$ cat src/rtl/trdb_packet_decoder.sv
// -----------------------------------------------------------------------------
// trdb_packet_decoder
// Receive side of the trace encoder packet path. Rebuilds length-framed packets
// from a byte stream, sign-extends the payload from its highest received bit and
// presents the decoded fields on a valid/ready port.
//
// Optional feature: define TRDB_DEC_STATS_EN to add saturating packet and
// length-error counters (pkt_count_o, err_count_o).
// -----------------------------------------------------------------------------
module trdb_packet_decoder #(
  parameter int ADDR_W      = 32,
  parameter int MAX_PAYLOAD = 12
) (
  input  logic                     clk_i,
  input  logic                     rst_ni,
  input  logic                     byte_valid_i,
  input  logic [7:0]               byte_i,
  output logic                     byte_ready_o,
  output logic                     pkt_valid_o,
  input  logic                     pkt_ready_i,
  output logic [1:0]               format_o,
  output logic [1:0]               subformat_o,
  output logic [ADDR_W-1:0]        address_o,
  output logic [4:0]               branches_o,
  output logic [30:0]              branch_map_o,
  output logic [1:0]               priv_o,
  output logic                     branch_o,
  output logic                     notify_o,
  output logic                     updiscon_o,
  output logic [8*MAX_PAYLOAD-1:0] payload_o,
  output logic                     len_err_o
`ifdef TRDB_DEC_STATS_EN
  ,
  output logic [15:0]              pkt_count_o,
  output logic [15:0]              err_count_o
`endif
);

  localparam int BUF_W = 8 * MAX_PAYLOAD;

  typedef enum logic [1:0] {
    IDLE,
    PAYLOAD,
    DROP,
    OUT
  } state_t;

  state_t           state_q, state_d;
  logic [BUF_W-1:0] data_q,  data_d;
  logic [4:0]       len_q,   len_d;
  logic [4:0]       cnt_q,   cnt_d;
  logic             len_err_q, len_err_d;

  logic             accept;
  logic [4:0]       hdr_len;
  logic             last_byte;

  // Bytes are only taken while no decoded packet is waiting for the sink.
  assign byte_ready_o = (state_q != OUT);
  assign pkt_valid_o  = (state_q == OUT);
  assign accept       = byte_valid_i && byte_ready_o;
  assign hdr_len      = byte_i[4:0];
  assign last_byte    = (cnt_q == len_q - 5'd1);

  // State, length, counter and payload buffer registers.
  // NOTE: the payload buffer is a plain register bank, so it is reset like any
  // other state; a reset mid-packet must leave no stale bytes on payload_o.
  always_ff @(posedge clk_i or negedge rst_ni) begin
    if (!rst_ni) begin
      state_q   <= IDLE;
      data_q    <= '0;
      len_q     <= '0;
      cnt_q     <= '0;
      len_err_q <= 1'b0;
    end else begin
      // NOTE: non-blocking assignments so every register samples the values
      // from before this edge, independent of statement order.
      state_q   <= state_d;
      data_q    <= data_d;
      len_q     <= len_d;
      cnt_q     <= cnt_d;
      len_err_q <= len_err_d;
    end
  end

  // Next-state logic: header parsing, payload capture with sign extension on
  // the last byte, oversized-packet drop and output hand-off.
  always_comb begin
    // NOTE: every variable gets a default first so no path can infer a latch.
    state_d   = state_q;
    data_d    = data_q;
    len_d     = len_q;
    cnt_d     = cnt_q;
    len_err_d = 1'b0;

    unique case (state_q)
      IDLE: begin
        if (accept) begin
          len_d = hdr_len;
          cnt_d = '0;
          if (hdr_len == 5'd0) begin
            len_err_d = 1'b1;
          end else if (int'(hdr_len) > MAX_PAYLOAD) begin
            len_err_d = 1'b1;
            state_d   = DROP;
          end else begin
            data_d  = '0;
            state_d = PAYLOAD;
          end
        end
      end

      PAYLOAD: begin
        if (accept) begin
          // Write the byte into its slot; on the final byte, every slot above it
          // is filled with the byte's MSB so the buffer enters OUT sign-extended.
          for (int i = 0; i < MAX_PAYLOAD; i++) begin
            if (i == int'(cnt_q)) begin
              data_d[8*i +: 8] = byte_i;
            end else if (last_byte && (i > int'(cnt_q))) begin
              data_d[8*i +: 8] = {8{byte_i[7]}};
            end
          end
          cnt_d = cnt_q + 5'd1;
          if (last_byte) begin
            state_d = OUT;
          end
        end
      end

      DROP: begin
        if (accept) begin
          cnt_d = cnt_q + 5'd1;
          if (last_byte) begin
            state_d = IDLE;
          end
        end
      end

      OUT: begin
        if (pkt_ready_i) begin
          state_d = IDLE;
        end
      end

      default: state_d = IDLE;
    endcase
  end

  // Field extraction from the sign-extended buffer; fields that do not belong
  // to the current format stay at zero.
  always_comb begin
    logic [ADDR_W-2:0] addr_field;

    addr_field   = '0;
    subformat_o  = '0;
    branches_o   = '0;
    branch_map_o = '0;
    priv_o       = '0;
    branch_o     = 1'b0;
    notify_o     = 1'b0;
    updiscon_o   = 1'b0;

    unique case (data_q[1:0])
      2'd1: begin
        branches_o   = data_q[6:2];
        branch_map_o = data_q[37:7];
        addr_field   = data_q[38 +: ADDR_W-1];
      end
      2'd2: begin
        addr_field = data_q[2 +: ADDR_W-1];
        notify_o   = data_q[ADDR_W+1];
        updiscon_o = data_q[ADDR_W+2];
      end
      2'd3: begin
        subformat_o = data_q[3:2];
        branch_o    = data_q[4];
        priv_o      = data_q[6:5];
        addr_field  = data_q[7 +: ADDR_W-1];
      end
      default: ;
    endcase

    address_o = {addr_field, 1'b0};
  end

  assign format_o  = data_q[1:0];
  assign payload_o = data_q;
  assign len_err_o = len_err_q;

`ifdef TRDB_DEC_STATS_EN
  logic [15:0] pkt_count_q;
  logic [15:0] err_count_q;

  // Saturating counters of delivered packets and illegal headers.
  always_ff @(posedge clk_i or negedge rst_ni) begin
    if (!rst_ni) begin
      pkt_count_q <= '0;
      err_count_q <= '0;
    end else begin
      if (pkt_valid_o && pkt_ready_i && (pkt_count_q != 16'hFFFF)) begin
        pkt_count_q <= pkt_count_q + 16'd1;
      end
      if (len_err_q && (err_count_q != 16'hFFFF)) begin
        err_count_q <= err_count_q + 16'd1;
      end
    end
  end

  assign pkt_count_o = pkt_count_q;
  assign err_count_o = err_count_q;
`endif

endmodule
$ cat config.mk
export PLATFORM = sky130hd
export DESIGN_NAME = trdb_packet_decoder
export DESIGN_NICKNAME = d
export VERILOG_FILES = /design/src/rtl/trdb_packet_decoder.sv
export SDC_FILE = /design/constraint.sdc
export NUM_CORES = 1
export LEC_CHECK = 0
export CORE_MARGIN = 1.5
export CORE_UTILIZATION = 43
export DETAILED_ROUTE_END_ITERATION = 7
export PLACE_DENSITY = 0.87
export SLEW_MARGIN = 30
export SYNTH_ARGS = -nofsm -noshare
export SYNTH_HDL_FRONTEND = slang
export SYNTH_SLANG_ARGS = --single-unit
$ cat constraint.sdc
create_clock -name clk_i -period 2.2 [get_ports clk_i]
set_input_delay 0.44 -clock clk_i [delete_from_list [all_inputs] [get_ports clk_i]]
set_output_delay 0.44 -clock clk_i [all_outputs]
set_load 0.05 [all_outputs]
==> results of run 1 <==
## report_power, final
part           internal (mW)  switching [mW]
logic                   4.75            6.78
registers               2.62           0.783
clock network           1.03           0.764
total                   8.41            8.33
## layout make-up
type                       instances  area [um^2]
fill                             691         2759
tap                              184        230.2
multi-input combinational        531         4308
inverter                          18        71.32
timing repair buffer             334         4059
clock inverter                     3        68.82
clock buffer                      12        246.5
sequential                       109         2736
## cells by family (layout without fill, tap and decap cells)
family	count (synthesis)	count (layout)	synth area share, %
other	1	1	0.05918
DFF	109	109	43.05
muxes	38	38	6.674
buffers and inverters	60	367	4.127
xor gates and xnor gates	4	4	0.5530
AOI/OAI and AO/OA	223	223	23.85
and+or+nand+nor	255	255	19.71
adders and majority gates	10	10	1.975
## metrics by stage
| step | TNS [ns] | instance area, um^2 | std cells | total power [mW] | setup slack [ns] |
|---|---|---|---|---|---|
| final | -4.985 | 11720 | 1191 | 16.73 | -0.3122 |
| after global routing | -11.15 | 11720 | 1191 | 17.17 | -0.3791 |
| after CTS | -0.6268 | 10800 | 1165 | 14.63 | -0.08088 |
| after detailed placement | -34.78 | 10290 | 1141 | 12.55 | -0.4770 |
| after global placement | -28.43 | 10290 | 1141 | 12.30 | -0.3954 |
| after floorplan | -0.6076 | 6704 | 700 | 8.628 | -0.06534 |
## placed cells by master, fill, tap and decap left out, types with 15 or more instances in the layout
cell and count:
buf_4 111, dfrtp_1 106, clkdlybuf4s50_1 101, nand2_1 98, buf_12 87, a22o_1 38, a21oi_1 33, o21ai_0 29
and2_4 27, nand3_1 24, a21o_1 23, buf_6 22, mux2_4 18, o21ai_1 17, nand2_2 15
## worst max path at each step
stage          depth (start not counted)      start            end
6_report                               9   len_q[0]  payload_o[50]
5_1_grt                               11   len_q[1]  payload_o[50]
4_1_cts                                9   len_q[1]  payload_o[26]
3_5_place_dp                           8  byte_i[3]  payload_o[26]
3_3_place_gp                           8  byte_i[3]  payload_o[15]
2_1_floorplan                          8   len_q[0]  payload_o[88]
## registers in the layout (all words and copies together) (netlist names)
signal     cells
len_err_o      1
state_q        2
payload_o     96
len_q          5
cnt_q          5
## per-layer routing
metal / GRT usage, % / wire (um)
met1: 38.59 / 10480
met2: 52.97 / 14890
met3: 7.861 / 3320
met4: 13.12 / 2152
met5: 0 / 0
## critical path: cells and delay by family (launching register included)
family / cells / cell delay, ns
flip-flops: 1 / 0.39
adder cells (fa/ha/maj): 1 / 0.16
AO/OA/AOI/OAI: 4 / 1.22
AND/OR/NAND/NOR: 2 / 0.44
buffers and inverters: 2 / 0.22
## timing repair
item	4_1_cts	5_1_grt
cloned	0	7
pin swaps	18	70
setup endpoints to repair	134	148
hold endpoints to repair	0	0
gates resized for setup	36	181
setup buffers	9	20
==> results.sh, run 1 <==
export IMPL_status="finished with violations"
export IMPL_violations="negative setup slack"
export IMPL_period_share_pct=114.2
export IMPL_drive_gt1_share_pct=43.10
export IMPL_mappedNetlistArea_um2=6336
export IMPL_async_flop_share_pct=100.0
export IMPL_synth_top_cells_by_count="nand2_1 (124), dfrtp_1 (109), o21ai_0 (62)"
export IMPL_synth_top_area_share_pct=43.05
export IMPL_portBuffers=186
export IMPL_fin_nets=1025
export IMPL_critPathLaunchType="register"
export IMPL_vdd_drop_max_mv=1.040
export IMPL_max_stage_delay_ns=0.42
export IMPL_postRouteWirelength_um=30850
export IMPL_cts_sinks=109
export IMPL_final_hold_viol_count=0
export IMPL_r2r_end="payload_o[50]"
export IMPL_tightestPinTransition_ns=0.7230
export IMPL_fp_coreArea_um2=14480
export IMPL_yosys_warnings=0
export IMPL_synth_edf_count=0
export IMPL_fp_dieArea_um2=15470
export IMPL_yosysTopAreaCell="dfrtp_1"
export IMPL_path_class="register to register"
export IMPL_grt_pass1_vias=7111
export IMPL_yosysSeqAreaShare_pct=43.05
export IMPL_hpwl_um=17780
export IMPL_yosys_most_used_dff="dfrtp_1"
export IMPL_antenna_found_initial=0
export IMPL_crit_path_end_kind="register"
export IMPL_hold_slack_ns=0.07132
export IMPL_fin_ws_ns=-0.3122
export IMPL_grt_remaining_overflow=0
export IMPL_num_antenna_cells=0
export IMPL_grt_pass1_wl_um=38780
export IMPL_viasPerCell=6.608
export IMPL_cts_tree="yes"
export IMPL_yosys_top_cells_area="dfrtp_1 (43%), nand2_1 (7.3%), mux2_2 (5.3%)"
export IMPL_drtIter0Drc=1104
export IMPL_clockBufferDepth=2
export IMPL_first_pass_iters=7
export IMPL_critPathArrivalTime_ns=2.80
export IMPL_via_count=7870
export IMPL_die_w_um=124.4
export IMPL_place_gp_congestion=0.9820
export IMPL_wl_per_cell_um=25.90
export IMPL_track_usage_pct=31.51
export IMPL_maxCapViolations=0
export IMPL_die_height_um=124.4
export IMPL_timing_fmax_ghz=0.3981
export IMPL_cts_clk_slew_worst_paths_ns=0.08
export IMPL_ioPinCount=188
export IMPL_syn_area_per_cell_um2=9.052
export IMPL_drc_errors=0
export IMPL_rows=44
export IMPL_cts_hold_buf=0
export IMPL_p_leak_nw=5.241
export IMPL_p_per_area_nw_per_um2=1428
export IMPL_ys_ff_latch=109
export IMPL_relSlewSlack_pct=51.62
export IMPL_cpMaxStageDelayCell="o21ai_1"
export IMPL_rsz0062_at_grt="yes"
export IMPL_hp_class="input pin to async pin"
export IMPL_area_growth_pct=84.97
export IMPL_cp_required_ns=2.49
export IMPL_cp_max_fo=7
export IMPL_skew_ns=0.01134
export IMPL_start_util_pct=43.76
export IMPL_numCtsBuffers=9
export IMPL_clock_latency_ns=0.37
export IMPL_r2r_start="len_q[0]"
export IMPL_rr_worst_depth=9
export IMPL_synthesis_nets=722
export IMPL_drv_slew=0
export IMPL_fin_crit_ns=2.512
export IMPL_r2r_slack_ns=-0.31
export IMPL_synth_most_common_cell="nand2_1"
export IMPL_grt_max_degree=44
export IMPL_path_cells="inv_2, ha_4, nand4bb_4, a211oi_4, o211a_4, buf_6, nand4_1, o21ai_1, a22o_1"
export IMPL_ctsHtreeMaxLevel=3
export IMPL_syn_inst=700
export IMPL_root_buffer="clkbuf_16"
export IMPL_finalSetupViolCount=92
export IMPL_layout_core_utilization_pct=80.95
export IMPL_ys_types=55
export IMPL_antenna_left=0
No activity file was read; power rests on OpenSTA's default activity.
==> run 2: changes to the inputs <==
--- a/config.mk
+++ b/config.mk
@@ -9,6 +9,7 @@
 export CORE_UTILIZATION = 43
 export DETAILED_ROUTE_END_ITERATION = 7
 export PLACE_DENSITY = 0.87
+export SETUP_SLACK_MARGIN = 0.15
 export SLEW_MARGIN = 30
 export SYNTH_ARGS = -nofsm -noshare
 export SYNTH_HDL_FRONTEND = slang
==> run 2 against run 1 <==
Effect of this change:
- sequential cell count stayed put
- via count increased by 4.5%
- core utilization increased by 3.3 points
- design area rose by 4.1%
- sequential share of layout area is 0.91 points lower
- highest routed layer unchanged
- clock power decreased by 5%
- sequential power grew 4%
- register-to-register slack worse by 0.03 ns
- critical path type unchanged
- the flow still finishes with violations (negative setup slack)
- maximum frequency is 1.1% lower
- first-iteration DRC count grew 6.9%
- die area unchanged
==> results.sh, run 2 (synthesized netlist as in run 1, its figures left out) <==
export IMPL_status="finished with violations"
export IMPL_violations="negative setup slack"
export IMPL_antenna_left=0
export IMPL_critPathArrivalTime_ns=2.84
export IMPL_grt_pass1_vias=7589
export IMPL_numCtsBuffers=9
export IMPL_maxCapViolations=0
export IMPL_relSlewSlack_pct=57.87
export IMPL_path_class="register to register"
export IMPL_fin_crit_ns=2.541
export IMPL_clockBufferDepth=2
export IMPL_cts_tree="yes"
export IMPL_cts_hold_buf=0
export IMPL_drv_slew=0
export IMPL_postRouteWirelength_um=35610
export IMPL_die_height_um=124.4
export IMPL_clock_latency_ns=0.37
export IMPL_rsz0062_at_grt="yes"
export IMPL_critPathLaunchType="register"
export IMPL_place_gp_congestion=0.9614
export IMPL_dpl_cell_area_um2=10250
export IMPL_cts_sinks=109
export IMPL_hold_slack_ns=0.05359
export IMPL_die_w_um=124.4
export IMPL_hpwl_um=17390
export IMPL_dpl_cell_count=1123
export IMPL_timing_fmax_ghz=0.3935
export IMPL_pwr_share_clk_pct=9.6
export IMPL_vdd_drop_max_mv=0.8851
export IMPL_period_share_pct=115.5
export IMPL_p_leak_nw=5.969
export IMPL_grt_max_degree=40
export IMPL_final_common_cell="dfrtp_1"
export IMPL_portBuffers=186
export IMPL_first_pass_iters=6
export IMPL_drive_gt1_share_pct=48.04
export IMPL_largest_register_ffs=96
export IMPL_area_growth_pct=92.57
export IMPL_fp_dieArea_um2=15470
export IMPL_final_cell_mix="dfrtp_1 (105), buf_4 (93), buf_12 (87)"
export IMPL_crit_path_end_kind="register"
export IMPL_start_util_pct=43.76
export IMPL_sw_frac_of_total_pct=51.13
export IMPL_fin_nets=1014
export IMPL_drtIter0Drc=1180
export IMPL_rows=44
export IMPL_p_per_area_nw_per_um2=1446
export IMPL_antenna_found_initial=1
export IMPL_fin_ws_ns=-0.3410
export IMPL_grt_pass1_wl_um=43040
export IMPL_cp_required_ns=2.50
export IMPL_final_hold_viol_count=0
export IMPL_final_cell_count_no_fill=1182
export IMPL_combPwrFrac_pct=70.2
export IMPL_ioPinCount=188
export IMPL_cts_clk_slew_worst_paths_ns=0.07
export IMPL_grt_remaining_overflow=0
export IMPL_p_seq_share_pct=20.1
export IMPL_skew_ns=0.007898
export IMPL_root_buffer="clkbuf_16"
export IMPL_finalSetupViolCount=135
export IMPL_track_usage_pct=35.20
export IMPL_ctsHtreeMaxLevel=3
export IMPL_hp_class="input pin to async pin"
export IMPL_nFillCells=575
export IMPL_fp_coreArea_um2=14480
export IMPL_via_count=8221
export IMPL_tightestPinTransition_ns=0.6285
export IMPL_final_area_um2=12200
export IMPL_setup_tns_ns=-12.23
export IMPL_cp_max_fo=6
export IMPL_viasPerCell=6.955
export IMPL_wl_per_cell_um=30.13
export IMPL_drc_errors=0
export IMPL_p_int_mw=8.623
export IMPL_power_switching_mw=9.022
[run 2: changes by cell type in the layout (fill, tap and decap cells not counted), moves of 14 or more]
cell	delta
buf_4	-18
dlygate4sd2_1	+26
nand2_1	-20
nand2_2	+14
dlymetal6s2s_1	+24
clkdlybuf4s50_1	-52
[run 2: final cells by class]
type | count | area, um^2 | area share, %
Clock buffer | 11 | 232.7 | 1.907
Clock inverter | 5 | 61.31 | 0.5025
Antenna cell | 1 | 2.502 | 0.02051
Tap cell | 184 | 230.2 | 1.887
Timing Repair Buffer | 323 | 4173 | 34.20
Multi-Input combinational cell | 531 | 4693 | 38.46
Inverter | 18 | 71.32 | 0.5845
Sequential cell | 109 | 2738 | 22.44
[run 2: stage by stage]
step | total power [mW] | utilization, % | setup WS [ns]
4_1_cts | 15.55 | 78.86 | -0.03004
6_report | 17.65 | 84.27 | -0.3410
5_1_grt | 17.99 | 84.26 | -0.4032
3_5_place_dp | 12.47 | 70.81 | -0.4763
3_3_place_gp | 12.26 | 70.81 | -0.4449
2_1_floorplan | 8.796 | - | -0.02995
[run 2: repair_timing]
item / CTS / global route
pin swaps: 68 / 57
resized for setup: 194 / 136
gates cloned: 8 / 10
endpoints found under the hold margin: 0 / 0
endpoints found under the setup margin: 188 / 191
buffers inserted: 11 / 13
[run 2: power groups by stage]
stage | sequential (mW) | clock, mW | combinational, mW
after floorplan | 4.84 | 0 | 3.96
after global placement | 3.28 | 0 | 8.98
after detailed placement | 3.31 | 0 | 9.15
after CTS | 3.38 | 1.64 | 10.5
after global routing | 3.57 | 1.76 | 12.7
final | 3.55 | 1.70 | 12.4
[run 2: worst paths after layout]
| check | startpoint | to | slack, ns | cells after the start |
|---|---|---|---|---|
| setup / recovery | len_q[0] | payload_o[35] | -0.34 | 9 |
| max in group asynchronous | rst_ni | payload_o[63] | 1.42 | 2 |
| setup reg to reg | len_q[0] | payload_o[35] | -0.34 | 9 |
| hold / removal | rst_ni | payload_o[84] | 0.05 | 1 |
| hold reg to reg | payload_o[79] | payload_o[79] | 0.49 | 2 |
| min in group clk_i | payload_o[79] | payload_o[79] | 0.49 | 2 |
[run 2: metal layers]
| layer | vias up | global-route usage (%) | routed length [um] |
|---|---|---|---|
| li1 | 3109 | - | - |
| met3 | 343 | 8.033 | 4120 |
| met5 | - | 0 | 0 |
| met2 | 881 | 60.18 | 16230 |
| met1 | 3888 | 42.13 | 11740 |
| met4 | 0 | 16.16 | 3518 |
[run 2: worst max-delay path, stage by stage, from the launching register on]
cell and delay, ns:
dfrtp_1 0.42, buf_4 0.16, o31a_1 0.31, nor2_1 0.23, o211a_4 0.28, buf_6 0.13, nand4_1 0.16, buf_6 0.19
a21oi_1 0.41, a21o_1 0.18
==> run 3: changes to the inputs <==
--- a/config.mk
+++ b/config.mk
@@ -5,10 +5,12 @@
 export SDC_FILE = /design/constraint.sdc
 export NUM_CORES = 1
 export LEC_CHECK = 0
-export CORE_MARGIN = 1.5
-export CORE_UTILIZATION = 43
+export CELL_PAD_IN_SITES_DETAIL_PLACEMENT = 0
+export CELL_PAD_IN_SITES_GLOBAL_PLACEMENT = 2
+export CORE_MARGIN = 4
+export CORE_UTILIZATION = 25
 export DETAILED_ROUTE_END_ITERATION = 7
-export PLACE_DENSITY = 0.87
+export PLACE_DENSITY = 0.86
 export SETUP_SLACK_MARGIN = 0.15
 export SLEW_MARGIN = 30
 export SYNTH_ARGS = -nofsm -noshare
==> run 3 against run 2 <==
Effect of this change:
- the run still ends with negative setup slack left
- final cell count rose by 14%
- sequential power fell by 5.6%
- highest routed layer unchanged
- largest power group unchanged
- global-route usage fell by 17 points
==> results.sh, run 3 (synthesized netlist as in run 1, its figures left out) <==
export IMPL_final_area_um2=12270
export IMPL_antenna_found_initial=0
export IMPL_final_cell_mix="buf_4 (124), dfrtp_1 (107), buf_12 (85)"
export IMPL_rows=58
export IMPL_area_growth_pct=93.70
export IMPL_largest_register_ffs=96
export IMPL_num_antenna_cells=0
export IMPL_p_per_area_nw_per_um2=1329
export IMPL_violations="negative setup slack"
export IMPL_rsz0062_at_grt="yes"
export IMPL_vdd_drop_max_mv=0.9045
export IMPL_clock_latency_ns=0.36
export IMPL_drc_errors=0
export IMPL_drive_gt1_share_pct=48.67
export IMPL_setup_tns_ns=-0.3468
export IMPL_drtIter0Drc=524
export IMPL_start_util_pct=25.31
export IMPL_pwr_share_clk_pct=10.2
export IMPL_ctsHtreeMaxLevel=3
export IMPL_status="finished with violations"
export IMPL_r2r_end="payload_o[68]"
export IMPL_grt_remaining_overflow=0
export IMPL_die_w_um=167.2
export IMPL_viasPerCell=4.996
export IMPL_relSlewSlack_pct=62.54
export IMPL_path_class="register to output pin"
export IMPL_combPwrFrac_pct=69.2
export IMPL_fp_coreArea_um2=25040
export IMPL_fin_ws_ns=-0.08486
export IMPL_cts_clk_slew_worst_paths_ns=0.09
export IMPL_r2r_start="len_q[0]"
export IMPL_rr_worst_depth=8
export IMPL_maxCapViolations=0
export IMPL_antenna_left=0
export IMPL_track_usage_pct=18.36
export IMPL_grt_pass1_wl_um=40770
export IMPL_cts_tree="yes"
export IMPL_critPathArrivalTime_ns=1.84
export IMPL_first_pass_iters=5
export IMPL_p_seq_share_pct=20.6
export IMPL_p_leak_nw=5.981
export IMPL_critPathLaunchType="register"
export IMPL_numCtsBuffers=9
export IMPL_dr_wl_met3_um=1334
export IMPL_tightestPinTransition_ns=0.5561
export IMPL_r2r_slack_ns=-0.05
export IMPL_grt_max_degree=47
export IMPL_wl_per_cell_um=20.09
export IMPL_fin_nets=1034
export IMPL_dp_slack_ns=-0.5292
export IMPL_power_switching_mw=8.097
export IMPL_max_stage_delay_ns=0.54
export IMPL_wl_met2_um=13220
export IMPL_skew_ns=0.01059
export IMPL_portBuffers=186
export IMPL_path_cells="buf_6, buf_6, buf_16, mux2i_4, a21oi_4, buf_12"
export IMPL_timing_fmax_ghz=0.4377
export IMPL_sw_frac_of_total_pct=49.64
export IMPL_dpl_cell_area_um2=10610
export IMPL_final_common_cell="buf_4"
export IMPL_root_buffer="clkbuf_16"
export IMPL_period_share_pct=103.9
export IMPL_final_hold_viol_count=0
export IMPL_cp_max_fo=7
export IMPL_hold_slack_ns=0.03071
export IMPL_hpwl_um=20220
export IMPL_cts_sinks=109
export IMPL_cpMaxStageDelayCell="dfrtp_2"
export IMPL_ioPinCount=188
export IMPL_via_count=6730
export IMPL_postRouteWirelength_um=27060
export IMPL_path_common_cell="buf_6"
export IMPL_grt_pass1_vias=6703
export IMPL_hp_class="input pin to async pin"
export IMPL_crit_path_end_kind="output pin"
export IMPL_place_gp_congestion=0.8728
export IMPL_die_height_um=167.2
export IMPL_met1_length_um=12130
export IMPL_drv_slew=0
export IMPL_fp_dieArea_um2=27960
export IMPL_finalSetupViolCount=11
export IMPL_cp_required_ns=1.76
export IMPL_clockBufferDepth=2
export IMPL_cts_hold_buf=0
export IMPL_fin_crit_ns=2.285
export IMPL_top_layer_used="met4"
export IMPL_p_int_mw=8.215
run 3: critical path: cells and delay by family, from the launching register on:
kind | cells | cell delay, ns
buf+inv | 4 | 0.57
flops | 1 | 0.54
mux | 1 | 0.27
compound gates | 1 | 0.08
run 3: timing repair:
item	in CTS	in global routing
resized for setup	155	158
setup buffers	15	15
pin swaps	32	39
endpoints found under the hold margin	0	0
cloned	5	3
endpoints found under the setup margin	193	188
run 3: worst max path at each step:
stage | from | to | slack (ns) | depth (start not counted)
floorplan | len_q[0] | payload_o[88] | -0.03 | 8
global placement | byte_i[3] | payload_o[55] | -0.48 | 8
detailed placement | byte_i[1] | payload_o[37] | -0.53 | 8
CTS | len_q[0] | payload_o[31] | -0.05 | 9
global route | len_q[1] | payload_o[31] | -0.15 | 9
finish | payload_o[1] | address_o[31] | -0.08 | 6
run 3: metal layers:
metal / GRT usage, % / vias to the layer above
li1: - / 3148
met1: 24.94 / 3374
met2: 30.73 / 181
met3: 3.541 / 27
met4: 3.776 / 0
met5: 0 / -
run 3: through the flow:
stage / utilization (%) / power, mW / cells
2_1_floorplan: - / 8.796 / 700
5_1_grt: 49.02 / 17.10 / 1347
3_5_place_dp: 42.37 / 12.73 / 1293
4_1_cts: 46.04 / 15.40 / 1329
6_report: 49.02 / 16.31 / 1347
3_3_place_gp: 42.37 / 12.65 / 1293
run 3: cell type report:
class	count	area [um^2]
fill	2276	12760
sequential	109	2733
timing repair buffer	343	4123
tap	330	412.9
inverter	18	75.07
multi-input combinational	531	4632
clock inverter	7	72.57
clock buffer	9	225.2
run 3: power groups by stage:
stage | sequential (mW) | combinational [mW] | clock [mW]
final | 3.35 | 11.3 | 1.66
after global routing | 3.44 | 11.9 | 1.78
after CTS | 3.28 | 10.4 | 1.68
after detailed placement | 3.28 | 9.45 | 0
after global placement | 3.27 | 9.38 | 0
after floorplan | 4.84 | 3.96 | 0
